===== src/rtl/package_array_packer_pkg.sv =====
// rtl/package_array_packer_pkg.sv - shared widths, element type and packer state encoding
package my_package_pkg;

    localparam int WIDTHFP = 8;
    localparam int WIDTHFU = 4;
    localparam int WIDTHD  = 16;

    typedef logic [WIDTHFP-1:0] elem_t;

    typedef enum logic [0:0] {
        FILL = 1'b0,
        HOLD = 1'b1
    } packer_state_e;

endpackage


===== src/rtl/package_array_packer_if.sv =====
// rtl/package_array_packer_if.sv - word-in / frame-out handshake bundle for the array packer
interface package_array_packer_if #(
    parameter int WIDTHFP = my_package_pkg::WIDTHFP,
    parameter int WIDTHFU = my_package_pkg::WIDTHFU,
    parameter int WIDTHD  = my_package_pkg::WIDTHD
);
    logic                       in_valid;
    logic                       in_ready;
    logic [WIDTHFP-1:0]         in_data;
    logic                       in_last;
    logic                       out_valid;
    logic                       out_ready;
    logic [WIDTHFP-1:0]         f [WIDTHFU-1:0];
    logic                       e [WIDTHFU-1:0];
    logic [WIDTHFP*WIDTHFU-1:0] f_flat;
    logic [WIDTHD-1:0]          d;

    // Packer side: consumes words, produces frames.
    modport master (
        input  in_valid, in_data, in_last, out_ready,
        output in_ready, out_valid, f, e, f_flat, d
    );

    // Environment side: word source plus frame consumer.
    modport slave (
        output in_valid, in_data, in_last, out_ready,
        input  in_ready, out_valid, f, e, f_flat, d
    );
endinterface


===== src/rtl/package_array_packer.sv =====
// rtl/package_array_packer.sv - packs a word stream into numbered frames of package-sized arrays
module package_array_packer
    import my_package_pkg::*;
#(
    parameter int WIDTHFP = my_package_pkg::WIDTHFP,
    parameter int WIDTHFU = my_package_pkg::WIDTHFU,
    parameter int WIDTHD  = my_package_pkg::WIDTHD
) (
    input  logic                  clk,
    input  logic                  rst_n,
    package_array_packer_if.master bus
);
    localparam int IDX_W = $clog2(WIDTHFU);
    localparam logic [0:0] ST_FILL = 1'(FILL);
    localparam logic [0:0] ST_HOLD = 1'(HOLD);

    logic [0:0]         state_q, state_d;
    logic [IDX_W-1:0]   idx_q, idx_d;
    logic [WIDTHFP-1:0] f_q [WIDTHFU-1:0];
    logic [WIDTHFP-1:0] f_d [WIDTHFU-1:0];
    logic               e_q [WIDTHFU-1:0];
    logic               e_d [WIDTHFU-1:0];
    logic [WIDTHD-1:0]  d_q, d_d;

    always_comb begin
        state_d = state_q;
        idx_d   = idx_q;
        f_d     = f_q;
        e_d     = e_q;
        d_d     = d_q;
        if (state_q == ST_FILL) begin
            if (bus.in_valid) begin
                f_d[idx_q] = bus.in_data;
                e_d[idx_q] = 1'b1;
                if (idx_q == IDX_W'(WIDTHFU-1) || bus.in_last) begin
                    state_d = ST_HOLD;
                    idx_d   = '0;
                end else begin
                    idx_d = idx_q + IDX_W'(1);
                end
            end
        end else if (bus.out_ready) begin
            // Clearing on handoff is what makes unwritten slots of a short frame read 0.
            state_d = ST_FILL;
            d_d     = d_q + WIDTHD'(1);
            for (int i = 0; i < WIDTHFU; i++) begin
                f_d[i] = '0;
                e_d[i] = 1'b0;
            end
        end
    end

    always_ff @(posedge clk or negedge rst_n) begin
        if (!rst_n) begin
            state_q <= ST_FILL;
            idx_q   <= '0;
            d_q     <= '0;
            for (int i = 0; i < WIDTHFU; i++) begin
                f_q[i] <= '0;
                e_q[i] <= 1'b0;
            end
        end else begin
            state_q <= state_d;
            idx_q   <= idx_d;
            d_q     <= d_d;
            f_q     <= f_d;
            e_q     <= e_d;
        end
    end

    assign bus.in_ready  = (state_q == ST_FILL);
    assign bus.out_valid = (state_q == ST_HOLD);
    assign bus.d         = d_q;

    for (genvar g = 0; g < WIDTHFU; g++) begin : g_flat
        assign bus.f[g]                          = f_q[g];
        assign bus.e[g]                          = e_q[g];
        assign bus.f_flat[g*WIDTHFP +: WIDTHFP]  = f_q[g];
    end

endmodule

===== src/flat_wrapper.sv =====
// flat-port wrapper written by rule: the top's interface ports become plain ports
module package_array_packer_flat import my_package_pkg::*;
#(
    parameter int WIDTHFP = my_package_pkg::WIDTHFP,
    parameter int WIDTHFU = my_package_pkg::WIDTHFU,
    parameter int WIDTHD  = my_package_pkg::WIDTHD
)
  (clk, rst_n, bus_in_valid, bus_in_data, bus_in_last, bus_out_ready, bus_in_ready, bus_out_valid, bus_f, bus_e, bus_f_flat, bus_d);
  package_array_packer_if #(.WIDTHFP(WIDTHFP), .WIDTHFU(WIDTHFU), .WIDTHD(WIDTHD)) bus_i ();
  input  logic clk;
  input  logic rst_n;
  input wire logic [$bits(bus_i.in_valid)-1:0] bus_in_valid;
  input wire logic [$bits(bus_i.in_data)-1:0] bus_in_data;
  input wire logic [$bits(bus_i.in_last)-1:0] bus_in_last;
  input wire logic [$bits(bus_i.out_ready)-1:0] bus_out_ready;
  output wire logic [$bits(bus_i.in_ready)-1:0] bus_in_ready;
  output wire logic [$bits(bus_i.out_valid)-1:0] bus_out_valid;
  output wire logic [$bits(bus_i.f)-1:0] bus_f;
  output wire logic [$bits(bus_i.e)-1:0] bus_e;
  output wire logic [$bits(bus_i.f_flat)-1:0] bus_f_flat;
  output wire logic [$bits(bus_i.d)-1:0] bus_d;
  assign bus_i.in_valid = bus_in_valid;
  assign bus_i.in_data = bus_in_data;
  assign bus_i.in_last = bus_in_last;
  assign bus_i.out_ready = bus_out_ready;
  assign bus_in_ready = bus_i.in_ready;
  assign bus_out_valid = bus_i.out_valid;
  assign bus_f = {>>{bus_i.f}};
  assign bus_e = {>>{bus_i.e}};
  assign bus_f_flat = bus_i.f_flat;
  assign bus_d = bus_i.d;
  package_array_packer #(.WIDTHFP(WIDTHFP), .WIDTHFU(WIDTHFU), .WIDTHD(WIDTHD)) u_core (.clk(clk), .rst_n(rst_n), .bus(bus_i));
endmodule

===== config.mk =====
export PLATFORM = sky130hd
export DESIGN_NAME = package_array_packer_flat
export DESIGN_NICKNAME = d
export VERILOG_FILES = /design/src/rtl/package_array_packer_pkg.sv /design/src/rtl/package_array_packer_if.sv /design/src/rtl/package_array_packer.sv /design/src/flat_wrapper.sv
export SDC_FILE = /design/constraint.sdc
export NUM_CORES = 1
export LEC_CHECK = 0
export BUFFER_PORTS_ARGS = -buffer_cell sky130_fd_sc_hd__buf_4
export CELL_PAD_IN_SITES_DETAIL_PLACEMENT = 0
export CELL_PAD_IN_SITES_GLOBAL_PLACEMENT = 1
export CORE_AREA = 10 10 110 112
export CTS_CLUSTER_SIZE = 20
export DETAILED_ROUTE_END_ITERATION = 8
export DIE_AREA = 0 0 120 122
export GPL_ROUTABILITY_DRIVEN = 1
export PLACE_DENSITY = 0.74
export SLEW_MARGIN = 0
export SYNTH_ARGS = -nofsm -noshare
export SYNTH_HDL_FRONTEND = slang
export SYNTH_SLANG_ARGS = --single-unit

===== constraint.sdc =====
create_clock -name clk -period 3.39 [get_ports clk]
set_input_delay 0.339 -clock clk [delete_from_list [all_inputs] [get_ports clk]]
set_output_delay 0.339 -clock clk [all_outputs]
set_load 0.02 [all_outputs]

==> qor.yml, run 1 <==
cts_hold_buf: 0
post-route-util: 0.353
drc: 0
portBuffers: 98
drv_slew: 0
crit_fanout: 8
synth_edf_count: 0
cp.required_ns: 3.57
ys_async_sr_fraction: 1.00
grt_pass1_vias: 2148
p_per_area_nw_per_um2: 810
cts-resized-gates: 0
synth.distinct_cells: 31
vdd_ir_drop_max_v: 0.000366
ys_seq_area_frac: 0.493
yosys.area.top_type: "dfrtp_1"
cp.arrival_ns: 1.76
n_fill_cell: 1005
post-route-period-util: 0.466
grt_pass1_wl_um: 11800
grt_max_degree: 56
drtIter0Drc: 111
setup_viol: 0
crit_path_top_delay_cell: "dfrtp_1"
fin_skew_ns: 0.0143
cts_tree: "done"
dr.pass1.iters: 4
cap_violations: 0
clock_sinks: 55
slew_headroom: 0.523
wire_per_inst_um: 15.7
p_total_mw: 2.87
clock_path_buffers: 2
fin_area_um2: 3540
p_leak_nw: 1.90
pre_cts_ws_ns: 1.83
syn_inst: 264
avgViaCountPerCell: 4.33
outcome: "finished clean"
numCtsBuffers: 5
synth.most_common_cell: "dfrtp_1"
stdcell_count: 467
dp.cells: 459
cts_root_buf: "clkbuf_8"
cp-end-kind: "flop"
start_util: 0.278
die_h_um: 122
fp.coreArea_um2: 10000
synth_commonest_cells: "dfrtp_1 (55), nand2_1 (41), buf_4 (32), mux2i_1 (32), o21ai_0 (27)"
ys_ff_latch: 55
wirelength_um: 7340
clkTransAtPathRegs_ns: 0.11
worst_slack_ns: 1.81
rsz0062_at_grt: "false"
ys.flop_type: "dfrtp_1"
synth_warnings: 0
setup.worst_path.start_class: "flop"
gp_congestion: 0.768
critical_path.max_stage_delay_ns: 0.43
area_delta_synth_final_pct: 26.9
final_layout_size_suffix_gt1_frac: 0.363
dieArea_um2: 14600
final_hold_viol_count: 0
setup_tns_ns: 0
drtAntennaViolNets: 0
timing.fmax_ghz: 0.633
antennaDiodeCount: 0
syn_area_um2: 2790
final_nets: 348
hold_path_class: "input pin to asynchronous set/reset pin"
path_class: "flop to flop"
htree_num_levels: 2
synth_area_leaders: "dfrtp_1 (49%), mux2i_1 (11%), buf_4 (8.6%)"
clkLatencyLatePin_ns: 0.32
antenna_found_initial: 0
netlist.area_leader.share: 0.493
ioPinCount: 99
place_hpwl_um: 5450
tightest_slew_ns: 0.716
hold_slack_ns: 0.0502
cts_setup_buffers: 0
grt.overflow.total: 0
syn-num-nets: 282
grt_use_total: 0.0988
path_cells: "ha_1, nand2_1, mux2i_1, o21ai_0"
place_area_um2: 3420
row_count: 37
syn_area_per_cell_um2: 10.6
die_w_um: 120
vias: 2022
layout_min_cycle_time_ns: 1.58
logic make-up (layout without fill, tap and decap cells):
logic type | after synthesis | after routing | share of synthesized area
and+or+nand+nor | 63 | 63 | 0.119
DFF | 55 | 55 | 0.493
buffers and inverters | 50 | 117 | 0.117
AOI/OAI and AO/OA | 42 | 42 | 0.0788
muxes | 34 | 34 | 0.123
xor gates and xnor gates | 15 | 15 | 0.0470
adders and majority gates | 5 | 5 | 0.0224
worst max-delay path, delay by kind of cell, from the launching register on:
family / cells / cell delay [ns]
fa+ha+maj: 1 / 0.26
simple gates: 1 / 0.42
mux: 1 / 0.24
compound gates: 1 / 0.10
flops: 1 / 0.43
routing by layer:
layer / up-vias / global-route usage / share of wire
met5: - / 0 / 0
met4: 0 / 0.0294 / 0.0069
met3: 5 / 0.0402 / 0.085
met2: 63 / 0.163 / 0.47
met1: 962 / 0.116 / 0.44
li1: 992 / - / -
registers in the layout (all words and copies together), names as in the netlist:
register,count
u_core.bus.f,32
u_core.bus.d,16
u_core.bus.out_valid,1
u_core.bus.e,4
u_core.idx_q,2
final cells by class:
type	count	area, µm²	share of cell area
flip-flops and latches	55	1380	0.388
multi-input cells	159	1090	0.308
clock buffers	6	82.6	0.0233
inverters	9	33.8	0.00953
well taps	136	170	0.0480
clock inverters	2	38.8	0.0109
repair buffers	100	751	0.212
worst paths after layout:
| kind | start | to | slack (ns) | cells after the start |
|---|---|---|---|---|
| worst max-delay path | u_core.idx_q[1] | u_core.bus.f[27] | 1.81 | 4 |
| worst min-delay path | rst_n | u_core.bus.f[24] | 0.05 | 1 |
| worst max register to register | u_core.idx_q[1] | u_core.bus.f[27] | 1.81 | 4 |
| worst min register to register | u_core.bus.d[15] | u_core.bus.d[15] | 0.50 | 1 |
| max in group asynchronous | rst_n | u_core.bus.f[8] | 2.84 | 1 |
| min in group clk | bus_in_last | u_core.bus.out_valid | 0.29 | 3 |
cells in the final DEF, fill, tap and decap left out, types with 3 or more instances in the layout:
cell type / instances
dfrtp_1: 55
xor2_1: 3
clkbuf_8: 6
o21ai_0: 27
buf_4: 100
inv_1: 9
o22ai_1: 5
xnor2_1: 12
ha_1: 5
mux2i_1: 32
nand3_1: 5
o21ai_1: 5
nand2_1: 41
a21oi_1: 4
where the power goes:
group / switching, mW / internal (mW) / total [mW]
logic: 0.763 / 0.568 / 1.33
clock network: 0.227 / 0.244 / 0.471
registers: 0.225 / 0.843 / 1.07
total: 1.22 / 1.65 / 2.87
Power figures use the tool's default switching activity.
==> inputs of run 2 (changes only) <==
--- a/config.mk
+++ b/config.mk
@@ -5,6 +5,7 @@
 export SDC_FILE = /design/constraint.sdc
 export NUM_CORES = 1
 export LEC_CHECK = 0
+export ABC_AREA = 1
 export BUFFER_PORTS_ARGS = -buffer_cell sky130_fd_sc_hd__buf_4
 export CELL_PAD_IN_SITES_DETAIL_PLACEMENT = 0
 export CELL_PAD_IN_SITES_GLOBAL_PLACEMENT = 1
@@ -13,7 +14,7 @@
 export DETAILED_ROUTE_END_ITERATION = 8
 export DIE_AREA = 0 0 120 122
 export GPL_ROUTABILITY_DRIVEN = 1
-export PLACE_DENSITY = 0.74
+export PLACE_DENSITY = 0.75
 export SLEW_MARGIN = 0
 export SYNTH_ARGS = -nofsm -noshare
 export SYNTH_HDL_FRONTEND = slang
==> constraint.sdc (replaced) <==
create_clock -name clk -period 1.5 [get_ports clk]
set_input_delay 0.15 -clock clk [delete_from_list [all_inputs] [get_ports clk]]
set_output_delay 0.15 -clock clk [all_outputs]
set_load 0.02 [all_outputs]
==> run 2 against run 1 <==
Compared with the run above:
- die area is the same
- global-route usage is 0.90 points higher
- register-to-register slack worse by 1.7 ns
- core utilization grew 0.59 points
- non-clock buffer count up 7
- synthesized area fell by 0.27%
- critical path depth rose by 2
- critical endpoint is now u_core.bus.f[0]
- largest cell class unchanged
==> qor.yml, run 2 <==
antenna_found_initial: 0  # unchanged
cp.arrival_ns: 1.64  # -0.12 ns
dp.cells: 512  # +12%
clock_sinks: 55  # unchanged
timing.fmax_ghz: 0.719  # +14%
post-route-util: 0.359  # +0.00585
drtIter0Drc: 109  # -1.8%
wire_per_inst_um: 15.4  # -1.8%
ys_async_sr_fraction: 1.00  # unchanged
cp-end-kind: "flop"
clock_path_buffers: 2  # unchanged
synth_warnings: 0  # unchanged
final_cell_mix: "buf_4 (105), nand3_1 (71), nand2_1 (60)"
cts_setup_buffers: 0  # unchanged
grt.overflow.total: 0  # unchanged
cp.required_ns: 1.75  # -1.82 ns
crit_path_top_delay_cell: "dfrtp_1"
clkTransAtPathRegs_ns: 0.11  # about the same
rsz0062_at_grt: "true"
gp_congestion: 0.798  # +3.9%
largest_reg_flops: 32  # unchanged
holdPathEnd: "u_core.bus.f[19]"
worst_slack_ns: 0.110  # -1.70 ns
slew_headroom: 0.743  # +0.220
cts_tree: "done"
final_layout_size_suffix_gt1_frac: 0.345  # -0.0171
min_from: "bus_in_data[3]"
area_delta_synth_final_pct: 29.3
cap_violations: 0  # unchanged
tightest_slew_ns: 0.386  # -0.330 ns
ioPinCount: 99  # unchanged
die_w_um: 120  # unchanged
reg2regPathDepth: 6  # +2
ys_ff_latch: 55  # unchanged
die_h_um: 122  # unchanged
synth.distinct_cells: 24  # -23%
worstHoldPathCells: 3
start_util: 0.277  # -0.000747
cts_root_buf: "clkbuf_8"
portBuffers: 98  # unchanged
avgViaCountPerCell: 4.42  # +2.1%
drtAntennaViolNets: 0  # unchanged
vias: 2304  # +14%
p_leak_nw: 1.98  # +4.2%
row_count: 37  # unchanged
htree_num_levels: 2  # unchanged
synth.most_common_cell: "nand3_1"
syn_area_um2: 2790  # -0.27%
syn_area_per_cell_um2: 9.08  # -14%
layout_min_cycle_time_ns: 1.39  # -0.190 ns
grt_pass1_vias: 2325  # +8.2%
grt_max_degree: 30  # -46%
pre_cts_ws_ns: 0.125  # -1.71 ns
setup_viol: 0  # unchanged
rrSetupSlack_ns: 0.11  # -1.70 ns
vdd_ir_drop_max_v: 0.000603  # +65%
synth_edf_count: 0  # unchanged
clkLatencyLatePin_ns: 0.31  # about the same
r2r-end: "u_core.bus.f[0]"
rr_startpoint: "u_core.bus.out_valid"
path_cells: "buf_4, nor2_8, nand2_2, nand2_4, nand3_1, nand2_1"
netlist.area_leader.share: 0.494  # +0.00133
syn_inst: 307  # +16%
outcome: "finished clean"
grt_pass1_wl_um: 12800  # +8.9%
post-route-period-util: 0.927  # +0.461
numCtsBuffers: 5  # unchanged
p_per_area_nw_per_um2: 1560  # +93%
fp.coreArea_um2: 10000  # unchanged
final_nets: 402  # +16%
dieArea_um2: 14600  # unchanged
setup.worst_path.start_class: "flop"
wirelength_um: 8040  # +9.5%
ys.flop_type: "dfrtp_1"
place_hpwl_um: 6240  # +14%
fin_skew_ns: 0.0180  # +0.00370 ns
yosys.area.top_type: "dfrtp_1"
synth_area_leaders: "dfrtp_1 (49%), nand3_1 (13%), buf_4 (8.6%)"
final_common_cell: "buf_4"
p_total_mw: 5.64  # +96%
critical_path.max_stage_delay_ns: 0.45  # +0.02 ns
hold_path_class: "input pin to flop"
crit_fanout: 10  # +2
drc: 0  # unchanged
ys_seq_area_frac: 0.494  # +0.00133
final_hold_viol_count: 0  # unchanged
antennaDiodeCount: 0  # unchanged
syn-num-nets: 325  # +15%
stdcell_count: 521  # +12%
drv_slew: 0  # unchanged
synth_commonest_cells: "nand3_1 (71), nand2_1 (60), dfrtp_1 (55)"
grt_use_total: 0.108  # +0.00897
path_class: "flop to flop"
dr.pass1.iters: 4  # unchanged
-- run 2: cell types whose count changed in the layout (fill, tap and decap cells not counted), sizes merged, moves of 3 or more --
cell,change
nand3,+65
o22ai,-5
nand3b,+3
nor2,+16
inv,+13
o21ai,-28
xnor2,-5
mux2i,-32
nand2,+29
and3,-3
buf,+6
-- run 2: through the flow --
stage,cell area [µm²],hold WS (ns),setup TNS [ns]
global placement,3490,0.100,0
detailed placement,3490,0.108,0
global route,3600,0.114,-0.0111
finish,3600,0.114,0
floorplan,2790,-0.146,0
CTS,3590,0.111,0
-- run 2: area by class of cell --
class	instances	area (µm²)
fillers	1037	6440
flip-flops and latches	55	1380
multi-input cells	193	1060
repair buffers	107	818
well taps	136	170
inverters	22	82.6
clock buffers	5	68.8
clock inverters	3	22.5
-- run 2: where the power goes --
group          internal [mW]  switching (mW)
Sequential              1.81           0.329
Clock                  0.336           0.507
Combinational           1.04            1.62
-- run 2: how the worst max path moves through the flow --
stage | from | endpoint | slack (ns) | cells past startpoint
2_1_floorplan | u_core.bus.d[0] | u_core.bus.d[14] | 0.13 | 8
3_3_place_gp | u_core.bus.out_valid | u_core.bus.f[12] | 0.14 | 6
3_5_place_dp | u_core.bus.out_valid | u_core.bus.f[10] | 0.12 | 6
4_1_cts | u_core.bus.out_valid | u_core.bus.f[14] | 0.1 | 6
5_1_grt | u_core.bus.out_valid | u_core.bus.f[0] | -0.009 | 6
6_report | u_core.bus.out_valid | u_core.bus.f[0] | 0.11 | 6
-- run 2: cells by family (layout without fill, tap and decap cells) --
| logic type | after synthesis | after routing | synth area share |
|---|---|---|---|
| and+or+nand+nor | 169 | 169 | 0.306 |
| xor gates and xnor gates | 11 | 11 | 0.0346 |
| AOI/OAI and AO/OA | 8 | 8 | 0.0144 |
| DFF | 55 | 55 | 0.494 |
| buffers and inverters | 59 | 137 | 0.128 |
| adders and majority gates | 5 | 5 | 0.0225 |
-- run 2: critical path, delay by kind of cell, from the launching register on --
kind	cells	cell delay [ns]
flops	1	0.45
simple gates	5	0.69
buf+inv	1	0.20
-- run 2: repair_timing --
action	CTS	global route
endpoints found under the hold margin	26	0
endpoints found under the setup margin	0	4
gates resized for setup	0	3
hold buffers	1	0
-- run 2: layer usage --
metal	track usage	up-vias	wire, µm
met5	0	-	0
met4	0.0211	0	43
met3	0.0305	4	502
met2	0.182	68	4090
met1	0.135	1117	3400
li1	-	1115	-
